### src/rtl/dmem_pkg.sv
// rtl/dmem_pkg.sv - func3 encodings, port indices and FSM state type for the data-memory arbiter
package dmem_pkg;

    localparam logic [2:0] F3_LB  = 3'b000;
    localparam logic [2:0] F3_LH  = 3'b001;
    localparam logic [2:0] F3_LW  = 3'b010;
    localparam logic [2:0] F3_LBU = 3'b100;
    localparam logic [2:0] F3_LHU = 3'b101;

    localparam logic PORT_CPU = 1'b0;
    localparam logic PORT_LDR = 1'b1;

    typedef enum logic [1:0] {
        S_IDLE    = 2'd0,
        S_ISSUE   = 2'd1,
        S_CAPTURE = 2'd2
    } arb_state_t;

    // Unsigned access types only make sense for loads.
    function automatic logic func3_ok(input logic [2:0] f3, input logic we);
        logic ok;
        case (f3)
            F3_LB, F3_LH, F3_LW: ok = 1'b1;
            F3_LBU, F3_LHU:      ok = !we;
            default:             ok = 1'b0;
        endcase
        func3_ok = ok;
    endfunction

endpackage

### src/rtl/dmem_if.sv
// rtl/dmem_if.sv - two-port request/response and shared-memory signal bundle
interface dmem_if;
    logic [1:0]       req_valid;
    logic [1:0]       req_ready;
    logic [1:0]       req_we;
    logic [1:0][2:0]  req_func3;
    logic [1:0][31:0] req_addr;
    logic [1:0][31:0] req_wdata;
    logic [1:0]       resp_valid;
    logic [31:0]      resp_rdata;
    logic             resp_err;
    logic [2:0]       mem_func3;
    logic [31:0]      mem_addr;
    logic [31:0]      mem_wdata;
    logic             mem_wen;
    logic [31:0]      mem_rdata;

    modport slave (
        input  req_valid, req_we, req_func3, req_addr, req_wdata, mem_rdata,
        output req_ready, resp_valid, resp_rdata, resp_err,
               mem_func3, mem_addr, mem_wdata, mem_wen
    );

    modport master (
        output req_valid, req_we, req_func3, req_addr, req_wdata, mem_rdata,
        input  req_ready, resp_valid, resp_rdata, resp_err,
               mem_func3, mem_addr, mem_wdata, mem_wen
    );
endinterface

### src/rtl/dmem_load_ext.sv
// rtl/dmem_load_ext.sv - sign/zero extension of raw memory words for byte and half loads
module dmem_load_ext import dmem_pkg::*; (
    input  logic [2:0]  func3,
    input  logic [31:0] raw,
    output logic [31:0] ext
);
    always_comb begin
        ext = raw;
        case (func3)
            F3_LB:   ext = {{24{raw[7]}}, raw[7:0]};
            F3_LH:   ext = {{16{raw[15]}}, raw[15:0]};
            F3_LBU:  ext = {24'h0, raw[7:0]};
            F3_LHU:  ext = {16'h0, raw[15:0]};
            default: ext = raw;
        endcase
    end
endmodule

### src/rtl/dmem_arbiter.sv
// rtl/dmem_arbiter.sv - two-port arbiter for a shared data memory; DMEM_ARB_RR_EN selects round-robin over fixed priority
module dmem_arbiter import dmem_pkg::*; #(
    parameter int ADDR_W = 24
) (
    input  logic    clk,
    input  logic    rst,
    dmem_if.slave   bus
);
    arb_state_t  state;
    logic        cur_port;
    logic        cur_we;
    logic [2:0]  cur_func3;
    logic        gnt_port;
    logic        any_valid;
    logic        req_legal;
    logic [31:0] ext_data;

    assign any_valid = |bus.req_valid;

`ifdef DMEM_ARB_RR_EN
    logic last_gnt;

    assign gnt_port = (&bus.req_valid) ? ~last_gnt : ~bus.req_valid[0];

    always_ff @(posedge clk or posedge rst) begin
        if (rst) begin
            last_gnt <= PORT_LDR;
        end else if (state == S_IDLE && any_valid) begin
            last_gnt <= gnt_port;
        end
    end
`else
    assign gnt_port = bus.req_valid[0] ? PORT_CPU : PORT_LDR;
`endif

    // Ready is combinational so a request can be taken in the cycle a response leaves.
    assign bus.req_ready = (state == S_IDLE && any_valid && !rst) ? (2'b01 << gnt_port) : 2'b00;

    assign req_legal = func3_ok(bus.req_func3[gnt_port], bus.req_we[gnt_port])
                    && ((bus.req_addr[gnt_port] >> ADDR_W) == 32'd0);

    dmem_load_ext u_ext (
        .func3 (cur_func3),
        .raw   (bus.mem_rdata),
        .ext   (ext_data)
    );

    always_ff @(posedge clk or posedge rst) begin
        if (rst) begin
            state          <= S_IDLE;
            cur_port       <= PORT_CPU;
            cur_we         <= 1'b0;
            cur_func3      <= '0;
            bus.resp_valid <= '0;
            bus.resp_err   <= 1'b0;
            bus.resp_rdata <= '0;
            bus.mem_wen    <= 1'b0;
            bus.mem_func3  <= '0;
            bus.mem_addr   <= '0;
            bus.mem_wdata  <= '0;
        end else begin
            bus.resp_valid <= '0;
            bus.resp_err   <= 1'b0;
            bus.mem_wen    <= 1'b0;
            case (state)
                S_IDLE: begin
                    if (any_valid) begin
                        cur_port  <= gnt_port;
                        cur_we    <= bus.req_we[gnt_port];
                        cur_func3 <= bus.req_func3[gnt_port];
                        if (req_legal) begin
                            // Memory outputs are loaded here so they are stable throughout ISSUE.
                            bus.mem_addr  <= bus.req_addr[gnt_port];
                            bus.mem_wdata <= bus.req_wdata[gnt_port];
                            bus.mem_func3 <= {1'b0, bus.req_func3[gnt_port][1:0]};
                            bus.mem_wen   <= bus.req_we[gnt_port];
                            state         <= S_ISSUE;
                        end else begin
                            bus.resp_valid <= 2'b01 << gnt_port;
                            bus.resp_err   <= 1'b1;
                            bus.resp_rdata <= '0;
                        end
                    end
                end
                S_ISSUE: begin
                    state <= S_CAPTURE;
                end
                S_CAPTURE: begin
                    bus.resp_valid <= 2'b01 << cur_port;
                    bus.resp_rdata <= cur_we ? 32'h0 : ext_data;
                    state          <= S_IDLE;
                end
                default: begin
                    state <= S_IDLE;
                end
            endcase
        end
    end
endmodule

### src/flat_wrapper.sv
// flat-port wrapper written by rule: the top's interface ports become plain ports
module dmem_arbiter_flat import dmem_pkg::*;
#(
    parameter int ADDR_W = 24
)
  (clk, rst, bus_req_valid, bus_req_we, bus_req_func3, bus_req_addr, bus_req_wdata, bus_mem_rdata, bus_req_ready, bus_resp_valid, bus_resp_rdata, bus_resp_err, bus_mem_func3, bus_mem_addr, bus_mem_wdata, bus_mem_wen);
  dmem_if bus_i ();
  input  logic clk;
  input  logic rst;
  input wire logic [$bits(bus_i.req_valid)-1:0] bus_req_valid;
  input wire logic [$bits(bus_i.req_we)-1:0] bus_req_we;
  input wire logic [$bits(bus_i.req_func3)-1:0] bus_req_func3;
  input wire logic [$bits(bus_i.req_addr)-1:0] bus_req_addr;
  input wire logic [$bits(bus_i.req_wdata)-1:0] bus_req_wdata;
  input wire logic [$bits(bus_i.mem_rdata)-1:0] bus_mem_rdata;
  output wire logic [$bits(bus_i.req_ready)-1:0] bus_req_ready;
  output wire logic [$bits(bus_i.resp_valid)-1:0] bus_resp_valid;
  output wire logic [$bits(bus_i.resp_rdata)-1:0] bus_resp_rdata;
  output wire logic [$bits(bus_i.resp_err)-1:0] bus_resp_err;
  output wire logic [$bits(bus_i.mem_func3)-1:0] bus_mem_func3;
  output wire logic [$bits(bus_i.mem_addr)-1:0] bus_mem_addr;
  output wire logic [$bits(bus_i.mem_wdata)-1:0] bus_mem_wdata;
  output wire logic [$bits(bus_i.mem_wen)-1:0] bus_mem_wen;
  assign bus_i.req_valid = bus_req_valid;
  assign bus_i.req_we = bus_req_we;
  assign bus_i.req_func3 = bus_req_func3;
  assign bus_i.req_addr = bus_req_addr;
  assign bus_i.req_wdata = bus_req_wdata;
  assign bus_i.mem_rdata = bus_mem_rdata;
  assign bus_req_ready = bus_i.req_ready;
  assign bus_resp_valid = bus_i.resp_valid;
  assign bus_resp_rdata = bus_i.resp_rdata;
  assign bus_resp_err = bus_i.resp_err;
  assign bus_mem_func3 = bus_i.mem_func3;
  assign bus_mem_addr = bus_i.mem_addr;
  assign bus_mem_wdata = bus_i.mem_wdata;
  assign bus_mem_wen = bus_i.mem_wen;
  dmem_arbiter #(.ADDR_W(ADDR_W)) u_core (.clk(clk), .rst(rst), .bus(bus_i));
endmodule
### config.mk
export PLATFORM = sky130hd
export DESIGN_NAME = dmem_arbiter_flat
export DESIGN_NICKNAME = d
export VERILOG_FILES = /design/src/rtl/dmem_pkg.sv /design/src/rtl/dmem_if.sv /design/src/rtl/dmem_load_ext.sv /design/src/rtl/dmem_arbiter.sv /design/src/flat_wrapper.sv
export SDC_FILE = /design/constraint.sdc
export NUM_CORES = 1
export LEC_CHECK = 0
export ABC_CLOCK_PERIOD_IN_PS = 8000
export CORE_ASPECT_RATIO = 2
export CORE_MARGIN = 3
export CORE_UTILIZATION = 43
export DETAILED_ROUTE_END_ITERATION = 8
export HOLD_SLACK_MARGIN = 0.08
export PLACE_DENSITY_LB_ADDON = 0.2
export SYNTH_ARGS = -nofsm -noshare
export SYNTH_HDL_FRONTEND = slang
export SYNTH_SLANG_ARGS = --single-unit
### constraint.sdc
create_clock -name clk -period 8 [get_ports clk]
set_clock_uncertainty 0.15 [all_clocks]
set_input_delay 0.8 -clock clk [delete_from_list [all_inputs] [get_ports clk]]
set_output_delay 0.8 -clock clk [all_outputs]
set_load 0.005 [all_outputs]
==> flow_metrics.tcl, run 1 <==
set metrics [dict create \
    portBuffers 275 \
    htree_levels 3 \
    viasPerCell 5.13 \
    grt_pass1_vias 4547 \
    slowest_stage "buf_4" \
    synth_fa_ha_area_share_pct 0 \
    power_density_mw_per_mm2 147 \
    synth_top_family_by_area "multiplexers" \
    synth_mux_area_share_pct 27.6 \
    hold_violations 0 \
    ios 277 \
    critPathKind "input port to register" \
    num_vias 4261 \
    gp_congestion 0.828 \
    die_w_um 84.0 \
    post_cts_buffers 0 \
    setup_tns_ns 0 \
    syn-num-nets 590 \
    worst_ep_arrival_time_ns 3.67 \
    synth.yosys.seq_area_share_pct 52.2 \
    fin_crit_sh_pct 44.9 \
    total_leakage_power_nw 3.53 \
    start_util_pct 44.1 \
    cts.sinks 109 \
    synth_seq_cells 109 \
    wl_mm 15.7 \
    drt_drc_violations_left 0 \
    grt_overflow 0 \
    max_cap_viol_count 0 \
    final_nets 852 \
    die_h_um 162 \
    crit_chain "buf_2 -> buf_4 -> a22o_1 -> and4b_4 -> buf_4 -> mux2_2" \
    postCtsHoldBufs 0 \
    drt_iter0_drc 108 \
    setup_viol 0 \
    syn_inst 418 \
    slew_violations 0 \
    hpwlAfterDp_mm 12.1 \
    syn_to_final_growth_pct 58.9 \
    r2r_start "u_core.state[0]" \
    relSlewSlack_pct 23.6 \
    ff2ff_path_depth 5 \
    clk_latency_ns 0.34 \
    yosys.area_share.simple_pct 8.66 \
    rr_endpoint "u_core.bus.resp_rdata[31]" \
    outcome "complete, no violations" \
    core-area_sq_mm 0.0118 \
    grt_setup_unrepaired "false" \
    startpoint_type "input port" \
    syn-mean-instance-area_sq_um 12.5 \
    place_ws_ns 4.03 \
    path_clk_slew_ns 0.07 \
    antenna_found_initial 0 \
    synth_warnings 0 \
    ant_nets 0 \
    min_period_ns 3.59 \
    placed_cell_area_sq_mm 0.00802 \
    wl_per_cell_um 18.9 \
    grt_max_degree 77 \
    power_mw 1.22 \
    max_stage_delay_ns 0.75 \
    clockBufferDepth 2 \
    layout-drive-gt1-share_pct 20.6 \
    setup.worst_path.end_class "register" \
    stdcell_area_sq_mm 0.00831 \
    holdPathStages 1 \
    grt_pass1_wl_mm 24.0 \
    timing.final.ws_setup_ns 4.41 \
    synthXorXnorAreaFrac_pct 0 \
    hold-path-endpoint "u_core.state[1]" \
    first_pass_iters 4 \
    cts_tree "yes" \
    ys_types 36 \
    worstHoldStart "u_core.state[1]" \
    r2r_slack_ns 5.19 \
    synth_compound_area_share_pct 7.52 \
    worst-endpoint-required_ns 8.08 \
    worstMarginPinSlew_ns 1.14 \
    track_usage_pct 22.4 \
    crit_top_cell "buf_4" \
    clockRootBuffer "clkbuf_16" \
    rows 56 \
    die_area_sq_mm 0.0136 \
    cp_max_fo 66 \
    holdCritPathClass "register to register" \
    n_antenna_cell 0 \
    synth_area_sq_mm 0.00523 \
    max_freq_mhz 278 \
    cts_inserted_buffers 9 \
    vdd_drop_max_v 0.000107 \
    cts_resized 0 \
]
[worst max-delay path by stage]
stage / startpoint / endpoint / slack [ns] / cells past startpoint
2_1_floorplan: rst / bus_req_ready[0] / 3.57 / 2
3_3_place_gp: bus_req_valid[0] / u_core.bus.mem_wdata[15] / 4.12 / 6
3_5_place_dp: bus_req_valid[0] / u_core.bus.mem_wdata[24] / 4.03 / 6
4_1_cts: bus_req_valid[0] / u_core.bus.mem_wdata[24] / 4.42 / 6
5_1_grt: bus_req_valid[0] / u_core.bus.mem_wdata[16] / 4.25 / 6
6_report: bus_req_valid[0] / u_core.bus.mem_wdata[24] / 4.41 / 6
[cells by family (layout without fill, tap and decap cells)]
family	Yosys count	in the layout
buffers and inverters	34	301
other	1	1
and+or+nand+nor	91	91
muxes	119	119
AOI/OAI and AO/OA	64	64
DFF	109	109
[layout by cell type (no fill, tap or decap), types with 2 or more instances in the layout]
cell type	count
inv_1	3
mux2_2	82
nor2b_1	26
nand2_1	44
clkinv_4	4
mux2_4	30
buf_4	6
mux2i_1	7
nor2_1	8
a21oi_1	2
dfrtp_1	109
o21ai_0	29
inv_8	2
o21a_1	8
o22ai_1	16
clkdlybuf4s50_1	274
clkbuf_16	9
nor3_1	4
[registers in the layout (all words and copies together), names as in the netlist]
signal / cells
u_core.bus.mem_wen: 1
u_core.bus.mem_wdata: 32
u_core.bus.mem_addr: 32
u_core.bus.resp_err: 1
u_core.cur_port: 1
u_core.cur_func3: 3
u_core.bus.mem_func3: 2
u_core.state: 2
u_core.bus.resp_rdata: 32
u_core.cur_we: 1
u_core.bus.resp_valid: 2
[power breakdown]
part / switching (mW) / internal [mW] / total [mW]
combinational: 0.0651 / 0.144 / 0.209
sequential: 0.0151 / 0.567 / 0.583
clock: 0.212 / 0.218 / 0.430
[layout make-up]
cell class                      instances  area (sq um)
Inverter                                4          17.5
Clock inverter                          6          57.6
Timing Repair Buffer                  281          2790
Sequential cell                       109          2730
Fill cell                             887          3530
Tap cell                              145           181
Clock buffer                           10           229
Multi-Input combinational cell        275          2300
[layer usage]
metal | routed length, um | global-route usage, %
met5 | 0 | 0
met1 | 5480 | 24.0
met4 | 327 | 6.81
met3 | 1390 | 7.87
met2 | 8450 | 41.0
[through the flow]
step	util (%)	hold WS, ns	std cells
2_1_floorplan	-	0.277	418
3_3_place_gp	67.7	0.295	814
3_5_place_dp	67.7	0.304	814
4_1_cts	70.2	0.315	830
5_1_grt	70.2	0.339	830
6_report	70.2	0.310	830
[cells in the mapped netlist]
cell type	count	share of area, %
buf_12	3	1.1
mux2_4	30	8.6
and3_1	1	0.12
a41oi_1	1	0.17
inv_1	4	0.29
o22ai_2	1	0.24
nor2b_1	26	3.1
nand4_1	1	0.12
o21ai_1	1	0.096
or2_2	1	0.12
a22o_1	1	0.17
buf_4	4	0.57
conb_1	1	0.072
o221ai_1	1	0.17
nand2_1	44	3.2
a211o_1	1	0.17
buf_6	2	0.43
or4_4	1	0.22
o22ai_1	16	1.9
nor4_1	1	0.12
clkbuf_1	21	1.5
a21oi_1	2	0.19
nor2_1	8	0.57
o21a_1	8	1.1
nand2b_1	1	0.12
dfrtp_1	109	52
a31o_2	1	0.17
o21ai_0	29	2.8
o21bai_1	1	0.14
nor4b_1	1	0.17
and4b_4	1	0.26
mux2_2	82	18
or4b_1	1	0.19
mux2i_1	7	1.3
nor3_1	4	0.38
o2bb2ai_1	1	0.17
[critical path, delay by kind of cell]
kind	cells	cell delay, ns
muxes	1	0.42
AOI/OAI and AO/OA	1	0.29
and+or+nand+nor	1	0.23
buffers and inverters	3	1.88
Note: power is estimated with default switching activity, not from simulation.
==> run 2, diff against run 1 <==
- ABC_CLOCK_PERIOD_IN_PS: 8000 -> 3170
- CORE_UTILIZATION: 43 -> 36
- clock period: 8 -> 3.17 ns (I/O delays scaled with it)
==> run 2 against run 1 <==
  * Core utilization shrank 9.8 points
  * Hold slack better by 0.010 ns
  * Via count is 0.28% higher
  * Design area grew 2.1%
  * Register-to-register slack worse by 4.4 ns
  * Total power grew to 2.6 times the previous value
  * Final cell count grew 6.0%
  * Sequential cell count did not move
  * Combinational power grew to 2.5 times the previous value
  * Die area up 18%
  * Setup slack worse by 3.7 ns
  * Routed wire length rose by 0.36%
  * Critical path type is now register to output port
==> flow_metrics.tcl, run 2 (synthesis gave the netlist of run 1 again) <==
set metrics [dict create \
    outcome "complete, no violations" \
    drt_drc_violations_left 0 \
    ios 277 \
    cp_max_fo 6 \
    p_comb_share_pct 16.6 \
    num_vias 4273 \
    grt_max_degree 110 \
    wl_per_cell_um 17.8 \
    post_cts_buffers 0 \
    setup.worst_path.end_class "output port" \
    vdd_drop_max_v 0.000220 \
    max_freq_mhz 406 \
    syn_to_final_growth_pct 62.2 \
    final_nets 858 \
    final_common_cell "clkdlybuf4s50_1" \
    n_antenna_cell 0 \
    first_pass_iters 4 \
    worstMarginPinSlew_ns 1.08 \
    grt_pass1_wl_mm 24.7 \
    critPathKind "register to output port" \
    viasPerCell 4.86 \
    holdCritPathClass "register to register" \
    portBuffers 275 \
    setup_viol 0 \
    cts_tree "yes" \
    worst-endpoint-required_ns 2.70 \
    grt_overflow 0 \
    place_ws_ns 0.329 \
    clockBufferDepth 2 \
    core-area_sq_mm 0.0140 \
    cts_resized 0 \
    postCtsHoldBufs 0 \
    track_usage_pct 19.6 \
    min_period_ns 2.46 \
    p_sw_uw 748 \
    die_area_sq_mm 0.0161 \
    htree_levels 3 \
    grt_setup_unrepaired "false" \
    power_density_mw_per_mm2 375 \
    seq_power_share_pct 46.2 \
    worst_ep_arrival_time_ns 2.00 \
    clk_latency_ns 0.34 \
    slew_violations 0 \
    die_h_um 176 \
    gp_congestion 0.776 \
    fin_crit_sh_pct 77.7 \
    ant_nets 0 \
    layout-drive-gt1-share_pct 21.4 \
    hpwlAfterDp_mm 12.1 \
    timing.final.ws_setup_ns 0.706 \
    antenna_found_initial 0 \
    reg_top3 "u_core.bus.mem_addr: 32 flops, u_core.bus.mem_wdata: 32 flops, u_core.bus.resp_rdata: 32 flops" \
    switching_share_pct 23.5 \
    max_cap_viol_count 0 \
    hold_violations 0 \
    startpoint_type "register" \
    rows 61 \
    drt_iter0_drc 130 \
    start_util_pct 37.2 \
    total_leakage_power_nw 3.58 \
    p_int_mw 2.43 \
    relSlewSlack_pct 27.0 \
    wl_mm 15.7 \
    final_cell_mix "clkdlybuf4s50_1, dfrtp_1, mux2_2" \
    power_mw 3.18 \
    cts.sinks 109 \
    fillers 1212 \
    pwr-share-clk_pct 37.1 \
    die_w_um 91.2 \
    setup_tns_ns 0 \
    grt_pass1_vias 4658 \
    cts_inserted_buffers 9 \
    clockRootBuffer "clkbuf_16" \
    path_clk_slew_ns 0.07 \
]
[run 2: cell count changes in the layout (fill, tap and decap cells not counted), sizes merged]
cell      change
clkinvlp      +2
clkinv        -1
bufinv        +1
inv           -1
buf           +6
clkbuf        -1
[run 2: worst max-delay path, cell delays in order, from the launching register on]
cell and delay [ns]:
dfrtp_1 0.40, nor2_1 0.34, o21ai_0 0.20, nor3_1 0.18, clkdlybuf4s50_1 0.54
[run 2: path summary, 6_finish.rpt]
kind	from	slack, ns	depth (start not counted)	end
worst max-delay path	u_core.state[0]	0.71	4	bus_req_ready[1]
worst min-delay path	u_core.state[1]	0.32	1	u_core.state[1]
worst max register to register	u_core.state[0]	0.81	5	u_core.bus.mem_wdata[30]
worst min register to register	u_core.state[1]	0.32	1	u_core.state[1]
max in group asynchronous	rst	2.01	3	u_core.bus.mem_func3[0]
min in group asynchronous	rst	0.38	3	u_core.bus.resp_valid[0]
[run 2: power groups by stage]
| stage | combinational (mW) | sequential [mW] | clock (mW) |
|---|---|---|---|
| after floorplan | 0.200 | 1.48 | 0 |
| after global placement | 0.528 | 1.50 | 0 |
| after detailed placement | 0.535 | 1.50 | 0 |
| after CTS | 0.538 | 1.47 | 1.21 |
| after global routing | 0.568 | 1.48 | 1.26 |
| final | 0.529 | 1.47 | 1.18 |
[run 2: final cells by class]
class | instances | area (sq um) | area share [%]
timing repair buffer | 287 | 2880 | 33.9
multi-input combinational | 275 | 2300 | 27.1
clock buffer | 9 | 225 | 2.66
clock inverter | 7 | 93.8 | 1.11
inverter | 4 | 18.8 | 0.221
sequential | 109 | 2730 | 32.2
tap | 189 | 236 | 2.79
[run 2: per-stage QoR]
step                utilization (%)  hold slack [ns]  cells  instance area, sq um
finish                         60.4            0.320    880                  8480
global route                   60.4            0.365    880                  8480
global placement               58.1            0.289    864                  8160
CTS                            60.4            0.322    880                  8480
detailed placement             58.1            0.309    864                  8160
floorplan                         -            0.277    418                  5230
[run 2: layer usage]
layer	wire [um]	share of wire (%)	vias up	global-route usage (%)
met4	377	2.4	0	6.93
met3	986	6.3	22	4.99
li1	-	-	2001	-
met1	5570	35	2079	21.2
met5	0	0	-	0
met2	8770	56	171	36.6
